===== src/rtl/lfsr_checker_sat_counter.sv =====
// Saturating up-counter with synchronous clear; clear has priority over increment.
module sat_counter #(
    parameter int unsigned W = 8
) (
    input  logic         clk,
    input  logic         rst_n,
    input  logic         clr,
    input  logic         inc,
    output logic [W-1:0] count
);

    logic [W-1:0] count_q, count_d;

    always_comb begin
        count_d = count_q;
        if (clr) begin
            count_d = '0;
        end else if (inc && (count_q != {W{1'b1}})) begin
            count_d = count_q + {{(W-1){1'b0}}, 1'b1};
        end
    end

    always_ff @(posedge clk or negedge rst_n) begin
        if (!rst_n) begin
            count_q <= '0;
        end else begin
            count_q <= count_d;
        end
    end

    assign count = count_q;

endmodule


===== config.mk =====
export PLATFORM = sky130hd
export DESIGN_NAME = sat_counter
export DESIGN_NICKNAME = d
export VERILOG_FILES = /design/src/rtl/lfsr_checker_sat_counter.sv
export SDC_FILE = /design/constraint.sdc
export NUM_CORES = 1
export LEC_CHECK = 0
export ABC_AREA = 0
export BUFFER_PORTS_ARGS = -buffer_cell sky130_fd_sc_hd__buf_4
export CAP_MARGIN = 20
export CORE_MARGIN = 2
export CORE_UTILIZATION = 30
export DETAILED_ROUTE_END_ITERATION = 7
export GPL_ROUTABILITY_DRIVEN = 0
export PLACE_DENSITY = 0.59
export SYNTH_ARGS = -nofsm -noshare
export SYNTH_HDL_FRONTEND = slang
export SYNTH_SLANG_ARGS = --single-unit

===== constraint.sdc =====
create_clock -name clk -period 2.1 [get_ports clk]
set_clock_uncertainty 0.1 [all_clocks]
set_input_delay 0.105 -clock clk [delete_from_list [all_inputs] [get_ports clk]]
set_output_delay 0.105 -clock clk [all_outputs]
set_load 0.01 [all_outputs]

---- Word-level counts from Yosys, hierarchy flattened ----
Cells that the tools add are included.
operators by class
  add/subtract/negate cells ............... 1
  eq/ne operators ......................... 1
  muxes and demuxes ....................... 2
  reductions and logical operators ........ 2
operators by type and width
  kind                                          count
  two-way mux 8 bit                             2
  adder 8 x 1 -> 8 bit (second input constant)  1
  != test 8 bit (second input constant)         1
  nonzero test 2 bit                            1
  logical AND 1 bit                             1
storage, ports and cells
  register bits ........................... 8
  input port bits ......................... 4
  logic and storage cells ................. 7

---- Longest topological paths before layout ----
Gate-level depths: netlist of run 1.
  depth after elaboration ................. 4
  mapped depth ............................ 4
  gate-level depth less buffers ........... 4

---- Least setup slack after synthesis of run 1 ----
No wires, ideal clock.
  path type ............................... reg2reg
  start ................................... reg count_q[0] (netlist: count[0])
  end ..................................... reg count_q[0] (netlist: count[0])
  setup time .............................. 0.125 ns
  arrival ................................. 1.509 ns
  path slack .............................. 0.366 ns
  stages on the path, launching flop included .. 5
  clock period less this slack ............ 1.734 ns
  path through ............................ dfrtp_1 > ha_1 > and4_2 > a21boi_1 > mux2_2
on the way
  longest elaborated chain between the ends .. 3
RTL lines
  what                                                     line    source
  start, declared                                          12      logic [W-1:0] count_q, count_d;
  start signal, assigned                                   27      count_q <= count_d;
  adder 8 x 1 -> 8 bit or != test 8 bit (tied branches)    19, 18
  two-way mux 8 bit or logical AND 1 bit (tied branches)   18      end else if (inc && (count_q != {W{1'b1}})) begin
  two-way mux 8 bit or nonzero test 2 bit (tied branches)  n/a
Parallel ways exist; a longest one is shown, timed or not. The select of a mux whose other input is x is not followed.
A chain may end at the register's enable or synchronous reset.

---- Worst setup path in the final report of run 1 ----
Same ends and word-level chain as after synthesis.

==> impl_metrics.prom, run 1 <==
# TYPE chip_impl_metric gauge
chip_impl_metric{name="finished_core_util",unit=""} 0.408
chip_impl_metric{name="slowest_delay",unit="ns"} 0.43
chip_impl_metric{name="clock_sink_count",unit=""} 8
chip_impl_metric{name="ys_types",unit=""} 28
chip_impl_metric{name="clock_latency",unit="ns"} 0.26
chip_impl_metric{name="remaining_drc_errors",unit=""} 0
chip_impl_metric{name="crit_required",unit="ns"} 2.14
chip_impl_info{name="critPathSlowestCell",value="sky130_fd_sc_hd__dfrtp_1"} 1
chip_impl_info{name="synth_largest_area_cell",value="sky130_fd_sc_hd__dfrtp_1"} 1
chip_impl_metric{name="finalCriticalPeriod",unit="ns"} 1.82
chip_impl_metric{name="dieArea",unit="sq um"} 1880
chip_impl_metric{name="synth_seq_area_share",unit=""} 0.431
chip_impl_metric{name="ctsHtreeMaxLevel",unit=""} 1
chip_impl_info{name="synth.most_common_cell",value="sky130_fd_sc_hd__dfrtp_1"} 1
chip_impl_metric{name="grt_antenna_before_repair",unit=""} 0
chip_impl_metric{name="yosysWarningCount",unit=""} 0
chip_impl_metric{name="finalWirelength",unit="microns"} 1010
chip_impl_metric{name="die_w",unit="microns"} 43.3
chip_impl_metric{name="post_synth_inst_count",unit=""} 49
chip_impl_metric{name="setup_ws",unit="ns"} 0.282
chip_impl_metric{name="ys_seq_elements",unit=""} 8
chip_impl_metric{name="pin_count",unit=""} 12
chip_impl_metric{name="final.setup.tns",unit="ns"} 0
chip_impl_metric{name="report.final.slew_viol_count",unit=""} 0
chip_impl_metric{name="portion_of_total_power_attributed_to_the_clock_network",unit=""} 0.378
chip_impl_metric{name="timing.slew.headroom",unit=""} 0.754
chip_impl_info{name="tritoncts",value="built"} 1
chip_impl_metric{name="placement_rows",unit=""} 14
chip_impl_metric{name="synth_fp_nets",unit=""} 54
chip_impl_metric{name="synth_top_cell_area_share",unit=""} 0.431
chip_impl_metric{name="power.ir.vdd_worst",unit="mV"} 0.242
chip_impl_info{name="startpoint_type",value="flip-flop"} 1
chip_impl_metric{name="placement.io_buffers",unit=""} 11
chip_impl_metric{name="max_freq",unit="MHz"} 550
chip_impl_metric{name="place.detailed.hpwl",unit="microns"} 698
chip_impl_info{name="outcome",value="complete, no violations"} 1
chip_impl_info{name="critical_path_class",value="flip-flop to flip-flop"} 1
chip_impl_metric{name="drive_above_1_share",unit=""} 0.286
chip_impl_metric{name="grt_start_max_net_pins",unit=""} 12
chip_impl_info{name="cp_cell_sequence",value="ha_1 > and4_2 > a21boi_1 > mux2_2"} 1
chip_impl_info{name="ys.flop_type",value="sky130_fd_sc_hd__dfrtp_1"} 1
chip_impl_info{name="worstHoldPathType",value="input pin to async pin"} 1
chip_impl_metric{name="grt_usage",unit=""} 0.131
chip_impl_info{name="synth_common_cells",value="8 x sky130_fd_sc_hd__dfrtp_1, 4 x sky130_fd_sc_hd__nor3_1, 3 x sky130_fd_sc_hd__a21oi_1, 3 x sky130_fd_sc_hd__nand2b_1, 3 x sky130_fd_sc_hd__nor2b_1"} 1
chip_impl_metric{name="drt_iter0_markers",unit=""} 13
chip_impl_metric{name="first_global_vias",unit=""} 400
chip_impl_metric{name="dp_worst_setup_slack",unit="ns"} 0.309
chip_impl_metric{name="chipHeight",unit="microns"} 43.3
chip_impl_metric{name="power.static_leakage",unit="nW"} 0.265
chip_impl_metric{name="power.share.sequential",unit=""} 0.510
chip_impl_metric{name="path_buf_inv",unit=""} 0
chip_impl_info{name="yosys-top-cells-area",value="sky130_fd_sc_hd__dfrtp_1 43%, sky130_fd_sc_hd__mux2_2 4.9%, sky130_fd_sc_hd__nor3_1 4.3%"} 1
chip_impl_metric{name="final_hold_viol_count",unit=""} 0
chip_impl_metric{name="detailroute.via_count",unit=""} 441
chip_impl_metric{name="flip_flop_count_of_the_largest_register_all_copies_and_words_added",unit=""} 8
chip_impl_info{name="end_kind",value="flip-flop"} 1
chip_impl_metric{name="fillerInstances",unit=""} 157
chip_impl_metric{name="reported_max_cap_violation_count",unit=""} 0
chip_impl_metric{name="clock_buffer_count_from_cts",unit=""} 3
chip_impl_metric{name="core_area",unit="sq um"} 1470
chip_impl_metric{name="slew_at_the_pin_closest_to_its_max_slew_limit",unit="ns"} 0.360
chip_impl_info{name="unrepaired_setup_endpoints_after_global_routing",value="false"} 1
chip_impl_metric{name="power.switching_fraction",unit=""} 0.246
chip_impl_metric{name="wl_per_cell",unit="microns"} 12.8
chip_impl_metric{name="cts.clk_slew.worst_paths",unit="ns"} 0.06
chip_impl_metric{name="worst-endpoint-arrival",unit="ns"} 1.86
chip_impl_metric{name="final_net_count",unit=""} 70
chip_impl_metric{name="n_antenna_cell",unit=""} 0
chip_impl_metric{name="comb_power_share",unit=""} 0.112
chip_impl_metric{name="syn_area_per_cell",unit="sq um"} 9.47
chip_impl_metric{name="p_sw",unit="mW"} 0.0789
chip_impl_metric{name="clock_tree.buffer_depth",unit=""} 2
chip_impl_metric{name="setup_violations",unit=""} 0
chip_impl_metric{name="cellInternalPower",unit="mW"} 0.242
chip_impl_metric{name="synth_area",unit="sq um"} 464
chip_impl_metric{name="grt_pass1_wl",unit="microns"} 1790
chip_impl_metric{name="initial_utilization",unit=""} 0.315
chip_impl_metric{name="areaGrowthSynthToFinish",unit="%"} 29.4
chip_impl_metric{name="firstDrtPassIters",unit=""} 4
chip_impl_metric{name="cellPowerDensity",unit="nW/um^2"} 534
chip_impl_metric{name="synth-edff-count",unit=""} 0
chip_impl_metric{name="drt.antenna.violating_nets",unit=""} 0
chip_impl_metric{name="gr_ovfl_total",unit=""} 0
chip_impl_metric{name="cts_repair_resize_count",unit=""} 0
chip_impl_info{name="cp_top_family",value="flip-flops"} 1
chip_impl_metric{name="postSynth.asyncResetShare",unit=""} 1.00
chip_impl_metric{name="period_utilisation_layout",unit=""} 0.866
chip_impl_metric{name="viasPerCell",unit=""} 5.58
chip_impl_metric{name="path_max_fanout",unit=""} 7
chip_impl_info{name="cts_root_buffer",value="sky130_fd_sc_hd__clkbuf_4"} 1
[cells in the final DEF (no fill, tap or decap), types with 2 or more instances in the layout]
cell type                       count
sky130_fd_sc_hd__nand3_1            2
sky130_fd_sc_hd__mux2_2             2
sky130_fd_sc_hd__nor2_1             2
sky130_fd_sc_hd__nor3_1             4
sky130_fd_sc_hd__nand2_1            2
sky130_fd_sc_hd__a21oi_1            3
sky130_fd_sc_hd__nand2b_1           3
sky130_fd_sc_hd__inv_1              2
sky130_fd_sc_hd__nor2b_1            3
sky130_fd_sc_hd__dlygate4sd3_1      2
sky130_fd_sc_hd__buf_4             11
sky130_fd_sc_hd__clkbuf_4           3
sky130_fd_sc_hd__dfrtp_1            8
[power groups by stage]
stage                     clock network, mW  logic (mW)  registers (mW)
after floorplan                           0      0.0157           0.167
after global placement                    0      0.0332           0.165
after detailed placement                  0      0.0335           0.166
after CTS                             0.127      0.0364           0.163
after global routing                  0.137      0.0406           0.164
final                                 0.121      0.0359           0.164
[cell type report]
type | count | area, sq um | area share
clock buffers | 3 | 22.5 | 0.0375
inverters | 2 | 7.51 | 0.0125
flip-flops and latches | 8 | 200 | 0.333
multi-input cells | 37 | 248 | 0.413
repair buffers | 13 | 103 | 0.171
well taps | 16 | 20.0 | 0.0333
[final timing paths]
| kind | startpoint | cells past startpoint | to | slack (ns) |
|---|---|---|---|---|
| worst min register to register | count[7] | 2 | count[7] | 0.48 |
| worst max register to register | count[0] | 4 | count[0] | 0.28 |
| max in group asynchronous | rst_n | 2 | count[0] | 1.67 |
| min in group clk | inc | 3 | count[2] | 0.13 |
| worst min-delay path | rst_n | 2 | count[4] | 0.10 |
| worst max-delay path | count[0] | 4 | count[0] | 0.28 |
[logic make-up after synthesis]
kind of cell    share of synthesized area
buf+inv                            0.0350
simple gates                        0.310
fa+ha+maj                          0.0269
flops                               0.431
compound gates                      0.127
mux                                0.0701
[per-stage QoR]
| stage | hold slack [ns] | instances | area [sq um] | total power [mW] |
|---|---|---|---|---|
| 2_1_floorplan | -0.291 | 49 | 464 | 0.183 |
| 3_3_place_gp | -0.166 | 74 | 558 | 0.199 |
| 3_5_place_dp | -0.166 | 74 | 558 | 0.200 |
| 4_1_cts | 0.0949 | 79 | 601 | 0.327 |
| 5_1_grt | 0.105 | 79 | 601 | 0.341 |
| 6_report | 0.104 | 79 | 601 | 0.321 |
[layer usage]
layer	global-route usage	part of all wire
met1	0.160	0.46
met2	0.197	0.46
met3	0.0625	0.067
met4	0.0545	0.016
met5	0	0
[timing repair]
| action | in CTS | in global routing |
|---|---|---|
| hold endpoints to repair | 11 | 0 |
| hold buffers | 2 | 0 |
| buffers inserted | 0 | 0 |
Power figures use the tool's default switching activity.
==> inputs of run 2 (changes only) <==
- CORE_AREA: not set -> 2 2 39 41
- CORE_MARGIN: 2 -> not set
- CORE_UTILIZATION: 30 -> not set
- DIE_AREA: not set -> 0 0 41 43
- PLACE_DENSITY: 0.59 -> 0.66
==> impl_metrics.prom, run 2 (same netlist as run 1, synthesis figures left out) <==
# TYPE chip_impl_metric gauge
chip_impl_metric{name="reported_max_cap_violation_count",unit=""} 0
chip_impl_metric{name="dieArea",unit="sq um"} 1760
chip_impl_metric{name="drt_iter0_markers",unit=""} 10
chip_impl_info{name="tritoncts",value="built"} 1
chip_impl_metric{name="crit_required",unit="ns"} 2.14
chip_impl_metric{name="placement_rows",unit=""} 14
chip_impl_info{name="critical_path_class",value="flip-flop to flip-flop"} 1
chip_impl_metric{name="remaining_drc_errors",unit=""} 0
chip_impl_metric{name="worst-endpoint-arrival",unit="ns"} 1.84
chip_impl_metric{name="power.static_leakage",unit="nW"} 0.265
chip_impl_metric{name="pin_count",unit=""} 12
chip_impl_metric{name="path_buf_inv",unit=""} 0
chip_impl_info{name="cts_root_buffer",value="sky130_fd_sc_hd__clkbuf_4"} 1
chip_impl_metric{name="path_max_fanout",unit=""} 7
chip_impl_info{name="end_kind",value="flip-flop"} 1
chip_impl_metric{name="grt_start_max_net_pins",unit=""} 12
chip_impl_metric{name="cellPowerDensity",unit="nW/um^2"} 528
chip_impl_metric{name="layoutNonFillerInstCount",unit=""} 79
chip_impl_metric{name="grt_usage",unit=""} 0.141
chip_impl_metric{name="areaGrowthSynthToFinish",unit="%"} 29.4
chip_impl_metric{name="setup_violations",unit=""} 0
chip_impl_metric{name="finalWirelength",unit="microns"} 994
chip_impl_metric{name="comb_power_share",unit=""} 0.111
chip_impl_metric{name="power.ir.vdd_worst",unit="mV"} 0.346
chip_impl_metric{name="final_net_count",unit=""} 70
chip_impl_metric{name="detailroute.via_count",unit=""} 419
chip_impl_metric{name="final_hold_viol_count",unit=""} 0
chip_impl_metric{name="core_area",unit="sq um"} 1380
chip_impl_metric{name="totalPowerFinal",unit="mW"} 0.317
chip_impl_metric{name="chipHeight",unit="microns"} 43
chip_impl_info{name="layout_common_cells",value="11 x sky130_fd_sc_hd__buf_4, 8 x sky130_fd_sc_hd__dfrtp_1, 4 x sky130_fd_sc_hd__nor3_1"} 1
chip_impl_metric{name="rrSetupSlack",unit="ns"} 0.30
chip_impl_metric{name="postCtsSetupRepairBufs",unit=""} 0
chip_impl_info{name="startpoint_type",value="flip-flop"} 1
chip_impl_metric{name="clock_sink_count",unit=""} 8
chip_impl_metric{name="flip_flop_count_of_the_largest_register_all_copies_and_words_added",unit=""} 8
chip_impl_metric{name="final.setup.tns",unit="ns"} 0
chip_impl_metric{name="grt_antenna_before_repair",unit=""} 0
chip_impl_metric{name="period_utilisation_layout",unit=""} 0.858
chip_impl_metric{name="grt_pass1_wl",unit="microns"} 1570
chip_impl_metric{name="placed_area",unit="sq um"} 558
chip_impl_metric{name="clock_tree.buffer_depth",unit=""} 2
chip_impl_metric{name="gr_ovfl_total",unit=""} 0
chip_impl_metric{name="timing.slew.headroom",unit=""} 0.750
chip_impl_metric{name="cts_hold_buf",unit=""} 2
chip_impl_metric{name="path_depth",unit=""} 4
chip_impl_info{name="unrepaired_setup_endpoints_after_global_routing",value="false"} 1
chip_impl_metric{name="cts.clk_slew.worst_paths",unit="ns"} 0.06
chip_impl_metric{name="firstDrtPassIters",unit=""} 4
chip_impl_info{name="critPathSlowestCell",value="sky130_fd_sc_hd__dfrtp_1"} 1
chip_impl_metric{name="power.switching_fraction",unit=""} 0.238
chip_impl_metric{name="drt.antenna.violating_nets",unit=""} 0
chip_impl_info{name="regToRegEndpoint",value="count[0]"} 1
chip_impl_metric{name="clock_latency",unit="ns"} 0.26
chip_impl_metric{name="drive_above_1_share",unit=""} 0.286
chip_impl_metric{name="timing.reg2reg.worst_path_depth",unit=""} 4
chip_impl_metric{name="p_sw",unit="mW"} 0.0754
chip_impl_info{name="cp_cell_sequence",value="ha_1 > and4_2 > a21boi_1 > mux2_2"} 1
chip_impl_info{name="outcome",value="complete, no violations"} 1
chip_impl_metric{name="viasPerCell",unit=""} 5.30
chip_impl_info{name="cp_top_family",value="flip-flops"} 1
chip_impl_metric{name="portion_of_total_power_attributed_to_the_clock_network",unit=""} 0.373
chip_impl_metric{name="wl_per_cell",unit="microns"} 12.6
chip_impl_metric{name="first_global_vias",unit=""} 351
chip_impl_metric{name="power.share.sequential",unit=""} 0.516
chip_impl_metric{name="ctsHtreeMaxLevel",unit=""} 1
chip_impl_metric{name="report.final.slew_viol_count",unit=""} 0
chip_impl_metric{name="cts_repair_resize_count",unit=""} 0
chip_impl_metric{name="max_freq",unit="MHz"} 555
chip_impl_metric{name="initial_utilization",unit=""} 0.335
chip_impl_metric{name="finalCriticalPeriod",unit="ns"} 1.80
chip_impl_metric{name="n_antenna_cell",unit=""} 0
chip_impl_metric{name="cellInternalPower",unit="mW"} 0.241
chip_impl_metric{name="slew_at_the_pin_closest_to_its_max_slew_limit",unit="ns"} 0.366
chip_impl_metric{name="place.detailed.instances",unit=""} 74
chip_impl_metric{name="clock_buffer_count_from_cts",unit=""} 3
chip_impl_metric{name="slowest_delay",unit="ns"} 0.43
chip_impl_info{name="layout.cells.most_common",value="sky130_fd_sc_hd__buf_4"} 1
chip_impl_info{name="worstHoldPathType",value="input pin to async pin"} 1
chip_impl_metric{name="placement.io_buffers",unit=""} 11
chip_impl_info{name="regToRegStartpoint",value="count[0]"} 1
chip_impl_metric{name="place.detailed.hpwl",unit="microns"} 711
chip_impl_metric{name="finalInstanceArea",unit="sq um"} 601
chip_impl_metric{name="die_w",unit="microns"} 41
-- run 2: how the worst max path moves through the flow --
stage | slack (ns) | from | to
after floorplan | 0.37 | count[0] | count[0]
after global placement | 0.34 | count[0] | count[0]
after detailed placement | 0.31 | count[0] | count[0]
after CTS | 0.30 | count[0] | count[0]
after global routing | 0.21 | count[0] | count[0]
final | 0.30 | count[0] | count[0]
-- run 2: worst reg2reg max path, cell delays in order (launching register included) --
cell and delay (ns):
sky130_fd_sc_hd__dfrtp_1 0.43, sky130_fd_sc_hd__ha_1 0.30, sky130_fd_sc_hd__and4_2 0.29, sky130_fd_sc_hd__a21boi_1 0.21, sky130_fd_sc_hd__mux2_2 0.36
-- run 2: area by class of cell --
class | instances | area (sq um)
well taps | 16 | 20.0
clock buffers | 3 | 22.5
flip-flops and latches | 8 | 200
fillers | 134 | 783
repair buffers | 13 | 103
multi-input cells | 37 | 248
inverters | 2 | 7.51
-- run 2: power groups by stage --
stage / Combinational [mW] / Clock, mW / Sequential [mW]
final: 0.0352 / 0.118 / 0.164
after detailed placement: 0.0325 / 0 / 0.166
after floorplan: 0.0157 / 0 / 0.167
after global placement: 0.0328 / 0 / 0.165
after global routing: 0.0396 / 0.132 / 0.164
after CTS: 0.0356 / 0.122 / 0.164
-- run 2: metal layers --
metal,vias up,wire [microns],part of all wire,track usage
li1,212,-,-,-
met1,194,473,0.48,0.197
met2,11,430,0.43,0.156
met3,2,70,0.070,0.0942
met4,0,19,0.019,0.0800
met5,-,0,0,0
-- run 2: through the flow --
stage / util / hold slack, ns / setup slack [ns]
3_3_place_gp: 0.403 / -0.168 / 0.339
2_1_floorplan: - / -0.291 / 0.366
6_report: 0.434 / 0.0996 / 0.299
3_5_place_dp: 0.403 / -0.171 / 0.306
5_1_grt: 0.434 / 0.115 / 0.212
4_1_cts: 0.434 / 0.102 / 0.297
==> inputs of run 3 (changes only) <==
==> constraint.sdc (replaced) <==
create_clock -name clk -period 1.89 [get_ports clk]
set_clock_uncertainty 0.1 [all_clocks]
set_input_delay 0.0945 -clock clk [delete_from_list [all_inputs] [get_ports clk]]
set_output_delay 0.0945 -clock clk [all_outputs]
set_load 0.1 [all_outputs]
==> impl_metrics.prom, run 3 (same netlist as run 1, synthesis figures left out) <==
# TYPE chip_impl_metric gauge
chip_impl_info{name="outcome",value="complete, no violations"} 1
chip_impl_metric{name="cts.clk_slew.worst_paths",unit="ns"} 0.06
chip_impl_metric{name="reported_max_cap_violation_count",unit=""} 0
chip_impl_info{name="layout.cells.most_common",value="sky130_fd_sc_hd__buf_4"} 1
chip_impl_metric{name="power.ir.vdd_worst",unit="mV"} 0.387
chip_impl_info{name="cts_root_buffer",value="sky130_fd_sc_hd__clkbuf_4"} 1
chip_impl_metric{name="gr_ovfl_total",unit=""} 0
chip_impl_metric{name="grt_start_max_net_pins",unit=""} 12
chip_impl_metric{name="chipHeight",unit="microns"} 43
chip_impl_metric{name="global_route.usage.met1",unit=""} 0.190
chip_impl_metric{name="period_utilisation_layout",unit=""} 0.933
chip_impl_metric{name="pin_count",unit=""} 12
chip_impl_metric{name="n_antenna_cell",unit=""} 0
chip_impl_metric{name="max_freq",unit="MHz"} 567
chip_impl_info{name="startpoint_type",value="flip-flop"} 1
chip_impl_metric{name="final_hold_viol_count",unit=""} 0
chip_impl_metric{name="placement_rows",unit=""} 14
chip_impl_metric{name="clock_sink_count",unit=""} 8
chip_impl_info{name="end_kind",value="flip-flop"} 1
chip_impl_metric{name="dieArea",unit="sq um"} 1760
chip_impl_metric{name="drive_above_1_share",unit=""} 0.406
chip_impl_info{name="critical_path_class",value="flip-flop to flip-flop"} 1
chip_impl_metric{name="grt_usage",unit=""} 0.147
chip_impl_metric{name="detailroute.via_count",unit=""} 437
chip_impl_metric{name="setup_violations",unit=""} 0
chip_impl_metric{name="core_area",unit="sq um"} 1380
chip_impl_metric{name="dp_worst_setup_slack",unit="ns"} 0.140
chip_impl_metric{name="wl_per_cell",unit="microns"} 12.9
chip_impl_metric{name="placement.io_buffers",unit=""} 11
chip_impl_info{name="layer_carrying_the_most_global_route_usage",value="met2"} 1
chip_impl_metric{name="cts_hold_buf",unit=""} 2
chip_impl_metric{name="timing.slew.headroom",unit=""} 0.761
chip_impl_metric{name="die_w",unit="microns"} 41
chip_impl_metric{name="worst-endpoint-arrival",unit="ns"} 1.81
chip_impl_metric{name="setup_ws",unit="ns"} 0.126
chip_impl_metric{name="power.static_leakage",unit="nW"} 0.253
chip_impl_metric{name="place.detailed.instances",unit=""} 74
chip_impl_metric{name="areaGrowthSynthToFinish",unit="%"} 35.8
chip_impl_info{name="layout_common_cells",value="11 x sky130_fd_sc_hd__buf_4, 5 x sky130_fd_sc_hd__dfrtp_2, 4 x sky130_fd_sc_hd__nor3_1"} 1
chip_impl_metric{name="report.final.slew_viol_count",unit=""} 0
chip_impl_metric{name="finalInstanceArea",unit="sq um"} 631
chip_impl_metric{name="final.setup.tns",unit="ns"} 0
chip_impl_metric{name="cts_repair_resize_count",unit=""} 0
chip_impl_metric{name="grt.met3_usage",unit=""} 0.0942
chip_impl_metric{name="finalCriticalPeriod",unit="ns"} 1.76
chip_impl_metric{name="final_net_count",unit=""} 70
chip_impl_metric{name="layoutNonFillerInstCount",unit=""} 80
chip_impl_metric{name="whs",unit="ns"} 0.0885
chip_impl_info{name="tritoncts",value="built"} 1
chip_impl_metric{name="grt_pass1_wl",unit="microns"} 1680
chip_impl_metric{name="regArea",unit="sq um"} 214
chip_impl_info{name="unrepaired_setup_endpoints_after_global_routing",value="false"} 1
chip_impl_metric{name="combined_area_of_the_multi_input_logic_cells",unit="sq um"} 260
chip_impl_info{name="worstHoldPathType",value="input pin to async pin"} 1
chip_impl_metric{name="postCtsSetupRepairBufs",unit=""} 0
chip_impl_metric{name="placed_area",unit="sq um"} 584
chip_impl_metric{name="initial_utilization",unit=""} 0.335
chip_impl_metric{name="cellPowerDensity",unit="nW/um^2"} 636
chip_impl_metric{name="slew_at_the_pin_closest_to_its_max_slew_limit",unit="ns"} 0.350
chip_impl_metric{name="clock_tree.buffer_depth",unit=""} 2
chip_impl_metric{name="clock_buffer_count_from_cts",unit=""} 3
chip_impl_metric{name="totalPowerFinal",unit="mW"} 0.401
chip_impl_metric{name="finished_core_util",unit=""} 0.456
chip_impl_metric{name="drt.antenna.violating_nets",unit=""} 0
chip_impl_metric{name="finalWirelength",unit="microns"} 1030
chip_impl_metric{name="fillerInstances",unit=""} 142
chip_impl_metric{name="path_max_fanout",unit=""} 7
chip_impl_metric{name="firstDrtPassIters",unit=""} 4
chip_impl_metric{name="clock_latency",unit="ns"} 0.26
chip_impl_metric{name="drt_iter0_markers",unit=""} 3
chip_impl_metric{name="ctsHtreeMaxLevel",unit=""} 1
chip_impl_metric{name="grt_antenna_before_repair",unit=""} 0
chip_impl_metric{name="flip_flop_count_of_the_largest_register_all_copies_and_words_added",unit=""} 8
chip_impl_metric{name="remaining_drc_errors",unit=""} 0
chip_impl_metric{name="crit_required",unit="ns"} 1.94
chip_impl_metric{name="viasPerCell",unit=""} 5.46
chip_impl_metric{name="use_met2",unit=""} 0.191
chip_impl_metric{name="place.detailed.hpwl",unit="microns"} 713
chip_impl_metric{name="first_global_vias",unit=""} 375
-- run 3: final timing paths --
kind | from | end | slack, ns | cells after the start
min in group clk | inc | count[2] | 0.10 | 3
worst min-delay path | rst_n | count[2] | 0.09 | 2
worst min register to register | count[7] | count[7] | 0.48 | 2
worst max register to register | count[0] | count[0] | 0.13 | 4
max in group asynchronous | rst_n | count[4] | 1.45 | 2
worst max-delay path | count[0] | count[0] | 0.13 | 4
-- run 3: layout make-up --
type	count	share of cell area
multi-input combinational	37	0.413
sequential	8	0.339
timing repair buffer	13	0.163
clock buffer	4	0.0417
tap	16	0.0317
inverter	2	0.0119
-- run 3: where the power goes --
part	switching [mW]	total (mW)	internal [mW]	leakage, nW
clock	0.0632	0.144	0.0811	0.0150
sequential	0.00794	0.186	0.178	0.0987
combinational	0.0484	0.0708	0.0224	0.139
-- run 3: critical path: stages (launching register included) --
cell,delay [ns]
sky130_fd_sc_hd__dfrtp_4,0.51
sky130_fd_sc_hd__ha_4,0.20
sky130_fd_sc_hd__and4_2,0.26
sky130_fd_sc_hd__a21boi_1,0.23
sky130_fd_sc_hd__mux2_2,0.36
-- run 3: per-layer routing --
metal | wire [microns] | part of all wire | vias up
met2 | 474 | 0.46 | 12
met1 | 474 | 0.46 | 210
met3 | 66 | 0.064 | 2
li1 | - | - | 213
met4 | 14 | 0.014 | 0
met5 | 0 | 0 | -
